## src/rtl/keypad_scanner_if.sv

```systemverilog
// ---------------------------------------------------------------------------
// keypad_scanner_if : keypad matrix lines plus the debounced key report
// Rev 1.0
// ---------------------------------------------------------------------------
`default_nettype none

interface keypad_scanner_if;
  logic [3:0] row_in;
  logic [3:0] col_out;
  logic       keypad_pressed;
  logic [4:0] key;
  logic       key_strobe;

  modport master (
    input  row_in,
    output col_out,
    output keypad_pressed,
    output key,
    output key_strobe
  );

  modport slave (
    output row_in,
    input  col_out,
    input  keypad_pressed,
    input  key,
    input  key_strobe
  );
endinterface

`default_nettype wire

```

## src/rtl/keypad_scanner.sv

```systemverilog
// ---------------------------------------------------------------------------
// keypad_scanner : 4x4 active-low keypad scan, ghost rejection and debounce
// Rev 1.0
// ---------------------------------------------------------------------------
`default_nettype none

module keypad_scanner #(
  parameter int SCAN_DIV = 4,
  parameter int DEBOUNCE = 3
) (
  input  logic             clk,
  input  logic             rst,
  keypad_scanner_if.master kp
);

  localparam int              DIV_W    = $clog2(SCAN_DIV);
  localparam int              CNT_W    = $clog2(DEBOUNCE + 1);
  localparam logic [DIV_W-1:0] DIV_LAST = DIV_W'(SCAN_DIV - 1);
  localparam logic [DIV_W-1:0] DIV_ONE  = DIV_W'(1);
  localparam logic [CNT_W-1:0] CNT_LAST = CNT_W'(DEBOUNCE);
  localparam logic [CNT_W-1:0] CNT_ONE  = CNT_W'(1);
  localparam logic [4:0]       KEY_NONE = 5'd31;

  typedef enum logic [1:0] {
    IDLE     = 2'd0,
    PRESS_DB = 2'd1,
    HELD     = 2'd2,
    REL_DB   = 2'd3
  } state_t;

  logic [3:0]       sync1;
  logic [3:0]       sync2;
  logic [DIV_W-1:0] div_cnt;
  logic [1:0]       col;
  logic [3:0]       col_drive;
  logic [15:0]      down;

  logic             slot_end;
  logic             frame_end;
  logic [15:0]      frame_down;
  logic [4:0]       hit_cnt;
  logic [3:0]       hit_idx;
  logic             one_hit;
  logic [4:0]       hit_code;

  state_t           state;
  logic [4:0]       cand;
  logic [CNT_W-1:0] cnt;
  logic             pressed;
  logic [4:0]       key_q;
  logic             strobe;

  function automatic logic [4:0] key_code(input logic [3:0] idx);
    logic [4:0] code;
    case (idx)
      4'd0:    code = 5'd1;
      4'd1:    code = 5'd2;
      4'd2:    code = 5'd3;
      4'd3:    code = 5'd10;
      4'd4:    code = 5'd4;
      4'd5:    code = 5'd5;
      4'd6:    code = 5'd6;
      4'd7:    code = 5'd11;
      4'd8:    code = 5'd7;
      4'd9:    code = 5'd8;
      4'd10:   code = 5'd9;
      4'd11:   code = 5'd12;
      4'd12:   code = 5'd14;
      4'd13:   code = 5'd0;
      4'd14:   code = 5'd15;
      default: code = 5'd13;
    endcase
    return code;
  endfunction

  assign slot_end  = (div_cnt == DIV_LAST);
  assign frame_end = slot_end && (col == 2'd3);

  always_ff @(posedge clk) begin
    if (rst) begin
      sync1     <= 4'b1111;
      sync2     <= 4'b1111;
      div_cnt   <= '0;
      col       <= 2'd0;
      col_drive <= 4'b1110;
    end else begin
      sync1 <= kp.row_in;
      sync2 <= sync1;
      if (slot_end) begin
        div_cnt   <= '0;
        col       <= col + 2'd1;
        col_drive <= ~(4'b0001 << (col + 2'd1));
      end else begin
        div_cnt <= div_cnt + DIV_ONE;
      end
    end
  end

  // down[r*4+c] holds the most recent sample of key (r,c)
  always_ff @(posedge clk) begin
    if (rst) begin
      down <= '0;
    end else if (slot_end) begin
      down[{2'd0, col}] <= ~sync2[0];
      down[{2'd1, col}] <= ~sync2[1];
      down[{2'd2, col}] <= ~sync2[2];
      down[{2'd3, col}] <= ~sync2[3];
    end
  end

  // Column 3 is still being sampled on the evaluation cycle, so take it live
  always_comb begin
    frame_down     = down;
    frame_down[3]  = ~sync2[0];
    frame_down[7]  = ~sync2[1];
    frame_down[11] = ~sync2[2];
    frame_down[15] = ~sync2[3];
  end

  always_comb begin
    hit_cnt = 5'd0;
    hit_idx = 4'd0;
    for (int i = 0; i < 16; i++) begin
      if (frame_down[i]) begin
        hit_cnt = hit_cnt + 5'd1;
        hit_idx = 4'(i);
      end
    end
  end

  assign one_hit  = (hit_cnt == 5'd1);
  assign hit_code = key_code(hit_idx);

  always_ff @(posedge clk) begin
    if (rst) begin
      state   <= IDLE;
      cand    <= 5'd0;
      cnt     <= '0;
      pressed <= 1'b0;
      key_q   <= KEY_NONE;
      strobe  <= 1'b0;
    end else begin
      strobe <= 1'b0;
      if (frame_end) begin
        case (state)
          IDLE: begin
            if (one_hit) begin
              cand <= hit_code;
              cnt  <= CNT_ONE;
              if (DEBOUNCE == 1) begin
                key_q   <= hit_code;
                pressed <= 1'b1;
                strobe  <= 1'b1;
                state   <= HELD;
              end else begin
                state <= PRESS_DB;
              end
            end
          end
          PRESS_DB: begin
            if (one_hit && hit_code == cand) begin
              if (cnt + CNT_ONE == CNT_LAST) begin
                key_q   <= cand;
                pressed <= 1'b1;
                strobe  <= 1'b1;
                state   <= HELD;
              end else begin
                cnt <= cnt + CNT_ONE;
              end
            end else if (one_hit) begin
              cand <= hit_code;
              cnt  <= CNT_ONE;
            end else begin
              state <= IDLE;
            end
          end
          HELD: begin
            if (!(one_hit && hit_code == key_q)) begin
              cnt <= CNT_ONE;
              if (DEBOUNCE == 1) begin
                pressed <= 1'b0;
                state   <= IDLE;
              end else begin
                state <= REL_DB;
              end
            end
          end
          default: begin
            // REL_DB: the held key reappearing is a bounce, not a new press
            if (one_hit && hit_code == key_q) begin
              state <= HELD;
            end else if (cnt + CNT_ONE == CNT_LAST) begin
              pressed <= 1'b0;
              state   <= IDLE;
            end else begin
              cnt <= cnt + CNT_ONE;
            end
          end
        endcase
      end
    end
  end

  assign kp.col_out        = col_drive;
  assign kp.keypad_pressed = pressed;
  assign kp.key            = key_q;
  assign kp.key_strobe     = strobe;

endmodule

`default_nettype wire
```

## src/flat_wrapper.sv

```systemverilog
// flat-port wrapper written by rule: the top's interface ports become plain ports
module keypad_scanner_flat 
#(
  parameter int SCAN_DIV = 4,
  parameter int DEBOUNCE = 3
)
  (clk, rst, kp_row_in, kp_col_out, kp_keypad_pressed, kp_key, kp_key_strobe);
  keypad_scanner_if kp_i ();
  input  logic clk;
  input  logic rst;
  input wire logic [$bits(kp_i.row_in)-1:0] kp_row_in;
  output wire logic [$bits(kp_i.col_out)-1:0] kp_col_out;
  output wire logic [$bits(kp_i.keypad_pressed)-1:0] kp_keypad_pressed;
  output wire logic [$bits(kp_i.key)-1:0] kp_key;
  output wire logic [$bits(kp_i.key_strobe)-1:0] kp_key_strobe;
  assign kp_i.row_in = kp_row_in;
  assign kp_col_out = kp_i.col_out;
  assign kp_keypad_pressed = kp_i.keypad_pressed;
  assign kp_key = kp_i.key;
  assign kp_key_strobe = kp_i.key_strobe;
  keypad_scanner #(.SCAN_DIV(SCAN_DIV), .DEBOUNCE(DEBOUNCE)) u_core (.clk(clk), .rst(rst), .kp(kp_i));
endmodule
```

## config.mk

```make
export PLATFORM = sky130hd
export DESIGN_NAME = keypad_scanner_flat
export DESIGN_NICKNAME = d
export VERILOG_FILES = /design/src/rtl/keypad_scanner_if.sv /design/src/rtl/keypad_scanner.sv /design/src/flat_wrapper.sv
export SDC_FILE = /design/constraint.sdc
export NUM_CORES = 1
export LEC_CHECK = 0
export CORE_MARGIN = 2
export CORE_UTILIZATION = 56
export DETAILED_ROUTE_END_ITERATION = 8
export PLACE_DENSITY = 0.88
export REMOVE_ABC_BUFFERS = 1
export SETUP_SLACK_MARGIN = 0.02
export SLEW_MARGIN = 30
export SYNTH_ARGS = -nofsm -noshare
export SYNTH_HDL_FRONTEND = slang
export SYNTH_SLANG_ARGS = --single-unit
```

## constraint.sdc

```tcl
create_clock -name clk -period 10.25 [get_ports clk]
set_clock_uncertainty 0.1 [all_clocks]
set_input_delay 2.05 -clock clk [delete_from_list [all_inputs] [get_ports clk]]
set_output_delay 2.05 -clock clk [all_outputs]
set_load 0.01 [all_outputs]
```

# Yosys cells after proc, flatten, opt, wreduce, memory -nomap -nowiden

Memories as Yosys holds them, arrays and structs flattened.
Index checks and enable logic that the tools add are counted.

Bits in registers: 48
ROM bits: 64
Output and inout port bits: 11
Word-level logic and storage cells: 149
Memories: 1

Memories:

| name             | depth | bits a word | rd ports | clocked after Yosys merged registers in | write ports | RTL line             | source |
|---|---|---|---|---|---|---|---|
| (name not given) | 16    | 4           | 1        | 0                                       | 0           | keypad_scanner.sv:55 | `case (idx)` |

$add $sub $neg: 18
Order comparisons: 8
Eq/ne operators: 16
Shift operators: 1
Multiplexer cells: 66
Bitwise logic cells: 9
Reductions and logical operators: 18

Operators with widths:

| operator                                                              | number |
|---|---|
| 5-bit 2-to-1 mux                                                      | 17 |
| 5-bit by 1-bit adder with 5-bit output, second input constant         | 14 |
| 16-bit bitwise mux                                                    | 4 |
| 4-bit 2-to-1 mux                                                      | 8 |
| 2-bit 2-to-1 mux                                                      | 14 |
| 3-bit 2-to-1 mux                                                      | 4 |
| 2-bit case mux with 3 select lines                                    | 2 |
| 1-bit 2-to-1 mux                                                      | 11 |
| 5-bit equality test                                                   | 2 |
| 4-bit by 5-bit < comparator with 1-bit output, second input constant  | 2 |
| 5-bit case mux with 2 select lines                                    | 1 |
| 3-bit != test, second input constant                                  | 3 |
| 1-bit demux with 2-bit select                                         | 4 |
| 2-bit equality test, second input constant                            | 4 |
| 4-bit by 1-bit >= comparator with 1-bit output, second input constant | 2 |
| 1-bit NOT                                                             | 8 |
| 1-bit logical AND                                                     | 7 |
| 2-bit by 1-bit adder with 2-bit output, second input constant         | 3 |
| 2-bit != test, second input constant                                  | 3 |
| 3-bit AND reduction                                                   | 2 |
| 6-bit AND reduction                                                   | 1 |
| 5-bit by 1-bit equality test with 1-bit output, second input constant | 1 |
| 2-bit by 5-bit < comparator with 1-bit output, second input constant  | 1 |
| 3-bit by 5-bit < comparator with 1-bit output, second input constant  | 1 |
| 15 further kinds                                                      | 17 |

# Logic depth before layout (Yosys ltp)

Depth in word-level cells: 35
Gate-level depth with buffers: 53

# Least setup slack after synthesis

OpenSTA, ideal clock, no wires.

Path kind: reg2reg
Start: register u_core.down[1]
End: register u_core.cnt[0]
Setup time: 0.119 ns
Data arrival time: 9.787 ns
Data required time: 10.031 ns
Slack: 0.244 ns
Stages on the path, launching flop included: 54
Path buffers: 3
Clock period less this slack: 10.006 ns
Path through: dfxtp_1 inv_1 ha_1 buf_2 xor2_1 ha_1 nor2_1 a31oi_1 ha_1 mux2_2 ha_1 nor2b_1 a41oi_1 and2_1 ha_1 nand2_1 inv_1 a31o_2 [18 not listed] ha_1 mux2_2 ha_1 mux2i_1 a31oi_1 ha_1 mux2_2 ha_1 nor2b_1 xnor2_1 xnor2_1 and2_1 o211ai_1 a21boi_4 and4_1 buf_2 a211o_1 o221a_1

Word-level cells in the longest chain between the ends: 33
Elaborated cells between the ends (all ways): 56

RTL lines:

| item                                                                      | RTL line              | source |
|---|---|---|
| start, declared                                                           | keypad_scanner.sv:36  | `logic [15:0] down;` |
| start signal, assigned by index                                           | keypad_scanner.sv:104 | `down[{2'd0, col}] <= ~sync2[0];` |
| start signal, assigned by index                                           | keypad_scanner.sv:105 | `down[{2'd1, col}] <= ~sync2[1];` |
| start signal, assigned by index                                           | keypad_scanner.sv:106 | `down[{2'd2, col}] <= ~sync2[2];` |
| 5-bit 2-to-1 mux                                                          | keypad_scanner.sv:124 | `if (frame_down[i]) begin` |
| 5-bit by 1-bit adder with 5-bit output                                    | keypad_scanner.sv:125 | `hit_cnt = hit_cnt + 5'd1;` |
| 5-bit 2-to-1 mux                                                          | keypad_scanner.sv:124 |  |
| 5-bit by 1-bit adder with 5-bit output                                    | keypad_scanner.sv:125 |  |
| 5-bit 2-to-1 mux                                                          | keypad_scanner.sv:124 |  |
| 5-bit by 1-bit adder with 5-bit output                                    | keypad_scanner.sv:125 |  |
| 5-bit 2-to-1 mux                                                          | keypad_scanner.sv:124 |  |
| 5-bit by 1-bit adder with 5-bit output                                    | keypad_scanner.sv:125 |  |
| [17 not listed]                                                           | -                     |  |
| 5-bit by 1-bit adder with 5-bit output                                    | keypad_scanner.sv:125 |  |
| 5-bit 2-to-1 mux                                                          | keypad_scanner.sv:124 |  |
| 5-bit by 1-bit adder with 5-bit output                                    | keypad_scanner.sv:125 |  |
| 5-bit 2-to-1 mux                                                          | keypad_scanner.sv:124 |  |
| 5-bit by 1-bit equality test with 1-bit output                            | keypad_scanner.sv:131 | `assign one_hit = (hit_cnt == 5'd1);` |
| 2-bit 2-to-1 mux, or another cell as far along                            | -                     |  |
| 2-bit 2-to-1 mux, or another cell as far along                            | keypad_scanner.sv:161 | `if (one_hit && hit_code == cand) begin` |
| 2-bit case mux with 3 select lines or 3-bit AND reduction (tied branches) | -                     |  |
| end signal, assigned                                                      | keypad_scanner.sv:168 | `cnt <= cnt + CNT_ONE;` |
| end signal, assigned                                                      | keypad_scanner.sv:196 | `cnt <= cnt + CNT_ONE;` |
| end, declared                                                             | keypad_scanner.sv:48  | `logic [CNT_W-1:0] cnt;` |

Parallel ways exist; a longest one is shown, timed or not.
A chain may end at the register's enable or synchronous reset.

# Final worst setup path

Start: register u_core.down[0]
End: register u_core.key_q[2], in the netlist u_core.kp.key[2]

Word-level cells in the longest chain between the ends: 34

RTL lines:

| item                                             | RTL line              | source |
|---|---|---|
| 1-bit 2-to-1 mux *                               | keypad_scanner.sv:124 |  |
| 1-bit by 1-bit adder with 2-bit output           | keypad_scanner.sv:125 |  |
| 5-bit 2-to-1 mux *                               | keypad_scanner.sv:124 |  |
| 5-bit by 1-bit adder with 5-bit output           | keypad_scanner.sv:125 |  |
| 5-bit 2-to-1 mux *                               | keypad_scanner.sv:124 |  |
| 5-bit by 1-bit adder with 5-bit output           | keypad_scanner.sv:125 |  |
| 5-bit 2-to-1 mux *                               | keypad_scanner.sv:124 |  |
| 5-bit by 1-bit adder with 5-bit output           | keypad_scanner.sv:125 |  |
| [18 not listed]                                  | -                     |  |
| 5-bit 2-to-1 mux *                               | keypad_scanner.sv:124 |  |
| 5-bit by 1-bit adder with 5-bit output           | keypad_scanner.sv:125 |  |
| 5-bit 2-to-1 mux *                               | keypad_scanner.sv:124 |  |
| 5-bit by 1-bit adder with 5-bit output           | keypad_scanner.sv:125 |  |
| 5-bit 2-to-1 mux *                               | keypad_scanner.sv:124 |  |
| 5-bit by 1-bit equality test with 1-bit output * | keypad_scanner.sv:131 |  |
| 1-bit logical AND *                              | keypad_scanner.sv:161 |  |
| 4-bit AND reduction (no line) *                  | -                     |  |
| end signal, assigned                             | keypad_scanner.sv:151 | `key_q <= hit_code;` |
| end signal, assigned                             | keypad_scanner.sv:163 | `key_q <= cand;` |
| end, declared                                    | keypad_scanner.sv:50  | `logic [4:0] key_q;` |

Mark *: on every way between the ends. The rest lies on a longest branch, timed or not.

==> results.env <==
MOSTFREQUENTLAYOUTCELL='sky130_fd_sc_hd__nor2_1'
SYNTHESIS.INSTANCES=447
HOLD_VIOL=0
ANTENNA_FOUND_INITIAL=0
CTS_TREE='done'
SYNTHESIS.AREA_UM2=3710
FINALWEIGHTEDCONGESTION=0.850
TIMING.FINAL.CRIT_SHARE=0.947
CRIT_TYPE='reg2reg'
TIMING.CRITICAL_PATH.BUF_INV=4
DRT-VIAS-PER-INSTANCE=5.93
CRITICAL_PATH.SLOWEST_CELL='sky130_fd_sc_hd__dfxtp_2'
FF_TO_FF_PATH_DEPTH=52
DIE_W_UM=85.4
FINAL_CELL_MIX='sky130_fd_sc_hd__nor2_1, sky130_fd_sc_hd__dfxtp_1, sky130_fd_sc_hd__nand2_1, sky130_fd_sc_hd__inv_1'
GRT_FIRST_PASS_WIRELENGTH_UM=13900
FP.COREAREA_UM2=6390
SYNTHESIS.YOSYS.WARNINGS=0
GLOBALROUTETOTALUTIL=0.226
SETUP_WS_FINAL_NS=0.544
MAX_SLEW_MARGIN=0.434
HTREE_LEVELS=2
WORST_PATH_DOMINANT_CELL_FAMILY='adder cells'
SETUP_VIOLATING_ENDPOINT_COUNT_IN_THE_FINAL_REPORT=0
SYNTH-ASYNC-RESET-RATIO=0
REG2REG_SETUP_SLACK_NS=0.54
DRT.ANTENNA.VIOLATING_NETS=0
DPL_CELL_AREA_UM2=3940
SLOWEST_DELAY_NS=0.36
DRTITER0DRC=178
CLK_PATH_BUF_DEPTH=2
ROOT_BUFFER='sky130_fd_sc_hd__clkbuf_8'
DIE_H_UM=85.4
CRIT_ARRIVAL_NS=9.83
CRIT_PATH_MAX_FANOUT=4
CRITPATHLAUNCHTYPE='flip-flop'
YS.FLOP_TYPE='sky130_fd_sc_hd__dfxtp_1'
ANTENNA_CELLS=0
NUMCLOCKSINKS=43
SYNTH_SEQ_CELLS=43
FINISH.CELL_COUNT_WITHOUT_FILLERS=541
GRT_MAX_DEGREE=45
GRT_PASS1_VIAS=3226
INITIAL_CORE_UTIL=0.581
WL_PER_CELL_UM=15.3
GRT_REMAINING_OVERFLOW=0
CTS_BUFFERS=5
POWERDENSITY_nW_PER_UM2=113
LAYOUT-DRIVE-GT1-SHARE=0.172
DP.CELLS=525
CLOCK_NETWORK_LATENCY_TO_THE_LATER_PIN_OF_THE_WORST_SKEW_PAIR_NS=0.30
AVGSYNTHCELLAREA_UM2=8.29
POST-ROUTE-CELL-AREA_UM2=4280
CRITICAL_PATH_REQUIRED_NS=10.37
DIEAREA_UM2=7290
HOLDCRITPATHCLASS='reg2reg'
WORSTMARGINPINSLEW_NS=0.827
DRT_PRE_ANTENNA_ITERS=4
PERIOD_MINUS_SLACK_NS=9.71
REMAINING_DRC_ERRORS=0
VDD_IR_MAX_mV=0.123
DP_SLACK_NS=-0.143
RUN_STATUS='complete, no violations'
ROUTE.FINAL.WIRE_LENGTH_UM=8270
SYNTHDISTINCTLIBCELLS=66
INSTANCE_COUNT_ON_THE_CRITICAL_PATH=52
CTSHOLDBUFFERS=0
WHS_PATH_DEPTH=1
MAX_CLOCK_FREQ_MHz=103
CLK_PIN_SLEW_NS=0.09
SEQUENTIAL_AREA_SHARE_AFTER_SYNTHESIS=0.232
SYNTH_EDF_COUNT=0
NUM_IO_PINS=17
HOLD-WORST-SLACK_NS=0.311
DP.FINAL_HPWL_UM=5850
LEAKAGE_uW=0.00170
COUNT_OF_PORT_BUFFERS_ADDED_DURING_PLACEMENT=16
VIAS=3208
AREA_GROWTH_SYN_TO_LAYOUT_PCT=15.6
POWER_uW=484
DRV_CAP=0
FILLER_CELL_COUNT=499
FINALNETCOUNT=494
TIMING_MAX_TRANSITION_VIOLATIONS_FINAL=0
ROW_COUNT=29
SETUP.WORST_PATH.END_CLASS='flip-flop'
## final cells by class
| type | instances | area (um^2) | share of cell area |
|---|---|---|---|
| inverters | 23 | 86.3 | 0.0202 |
| clock inverters | 3 | 47.5 | 0.0111 |
| well taps | 77 | 96.3 | 0.0225 |
| clock buffers | 5 | 68.8 | 0.0161 |
| multi-input cells | 355 | 2820 | 0.658 |
| repair buffers | 35 | 303 | 0.0707 |
| flip-flops and latches | 43 | 865 | 0.202 |
## cell usage after synthesis (all sizes together), types with 3 or more instances
master,number,area (um^2)
nor2,49,184
dfxtp,43,861
nand2,33,124
ha,25,313
inv,23,86.3
xnor2,21,199
clkbuf,20,75.1
a211oi,19,155
a21oi,19,95.1
xor2,19,174
o21ai,18,90.1
nand3,13,65.1
or2,12,75.1
and2,10,65.1
mux2i,9,90.1
nand2b,9,56.3
nor2b,7,43.8
xnor3,7,159
buf,6,35.0
mux2,5,56.3
nor3,5,30.0
o21a,5,37.5
a31oi,4,25.0
and3,4,25.0
nand4,4,25.0
nor3b,4,41.3
o21bai,4,30.0
xor3,4,95.1
a21boi,3,33.8
a21o,3,22.5
a31o,3,26.3
a41oi,3,26.3
nand3b,3,22.5
o31ai,3,22.5
o32ai,3,26.3
## metrics by stage
step           TNS [ns]   util
3_3_place_gp          0  0.616
3_5_place_dp     -0.768  0.616
5_1_grt         -0.0286  0.671
4_1_cts               0  0.641
6_report              0  0.671
2_1_floorplan         0      -
## routing by layer
layer / part of all wire / up-vias / global-route usage
li1: - / 1605 / -
met5: 0 / - / 0
met1: 0.44 / 1522 / 0.280
met4: 0.016 / 0 / 0.0823
met3: 0.028 / 16 / 0.0272
met2: 0.52 / 65 / 0.401
## flip-flops by register name, summed over array words and instances, names as in the netlist
register and count:
u_core.cand 4, u_core.cnt 2, u_core.col 2, u_core.div_cnt 2
u_core.down 12, u_core.kp.col_out 4, u_core.kp.key 5, u_core.kp.key_strobe 1
u_core.kp.keypad_pressed 1, u_core.state 2, u_core.sync1 4, u_core.sync2 4
## cells by family after synthesis
kind of cell / count (synthesis) / synth area share
buffers and inverters: 49 / 0.0530
muxes: 14 / 0.0395
xor gates and xnor gates: 51 / 0.169
AOI/OAI and AO/OA: 103 / 0.198
and+or+nand+nor: 161 / 0.221
DFF: 43 / 0.232
adders and majority gates: 26 / 0.0871
## repair_timing
action                     in CTS  in global routing
gates cloned                    0                  0
pin swaps                       3                 11
buffers inserted                2                  6
setup endpoints to repair      15                 15
gates resized for setup         7                 26
## power breakdown
part           internal [uW]  switching, uW
combinational           80.8           88.5
clock                   73.8           60.8
sequential               172           7.36
total                    327            157
## path summary, 6_finish.rpt
path,to,from
worst max-delay path,u_core.kp.key[2],u_core.down[0]
worst min register to register,u_core.sync2[2],u_core.sync1[2]
worst max register to register,u_core.kp.key[2],u_core.down[0]
worst min-delay path,u_core.sync2[2],u_core.sync1[2]
(Power assumes the default switching activity.)
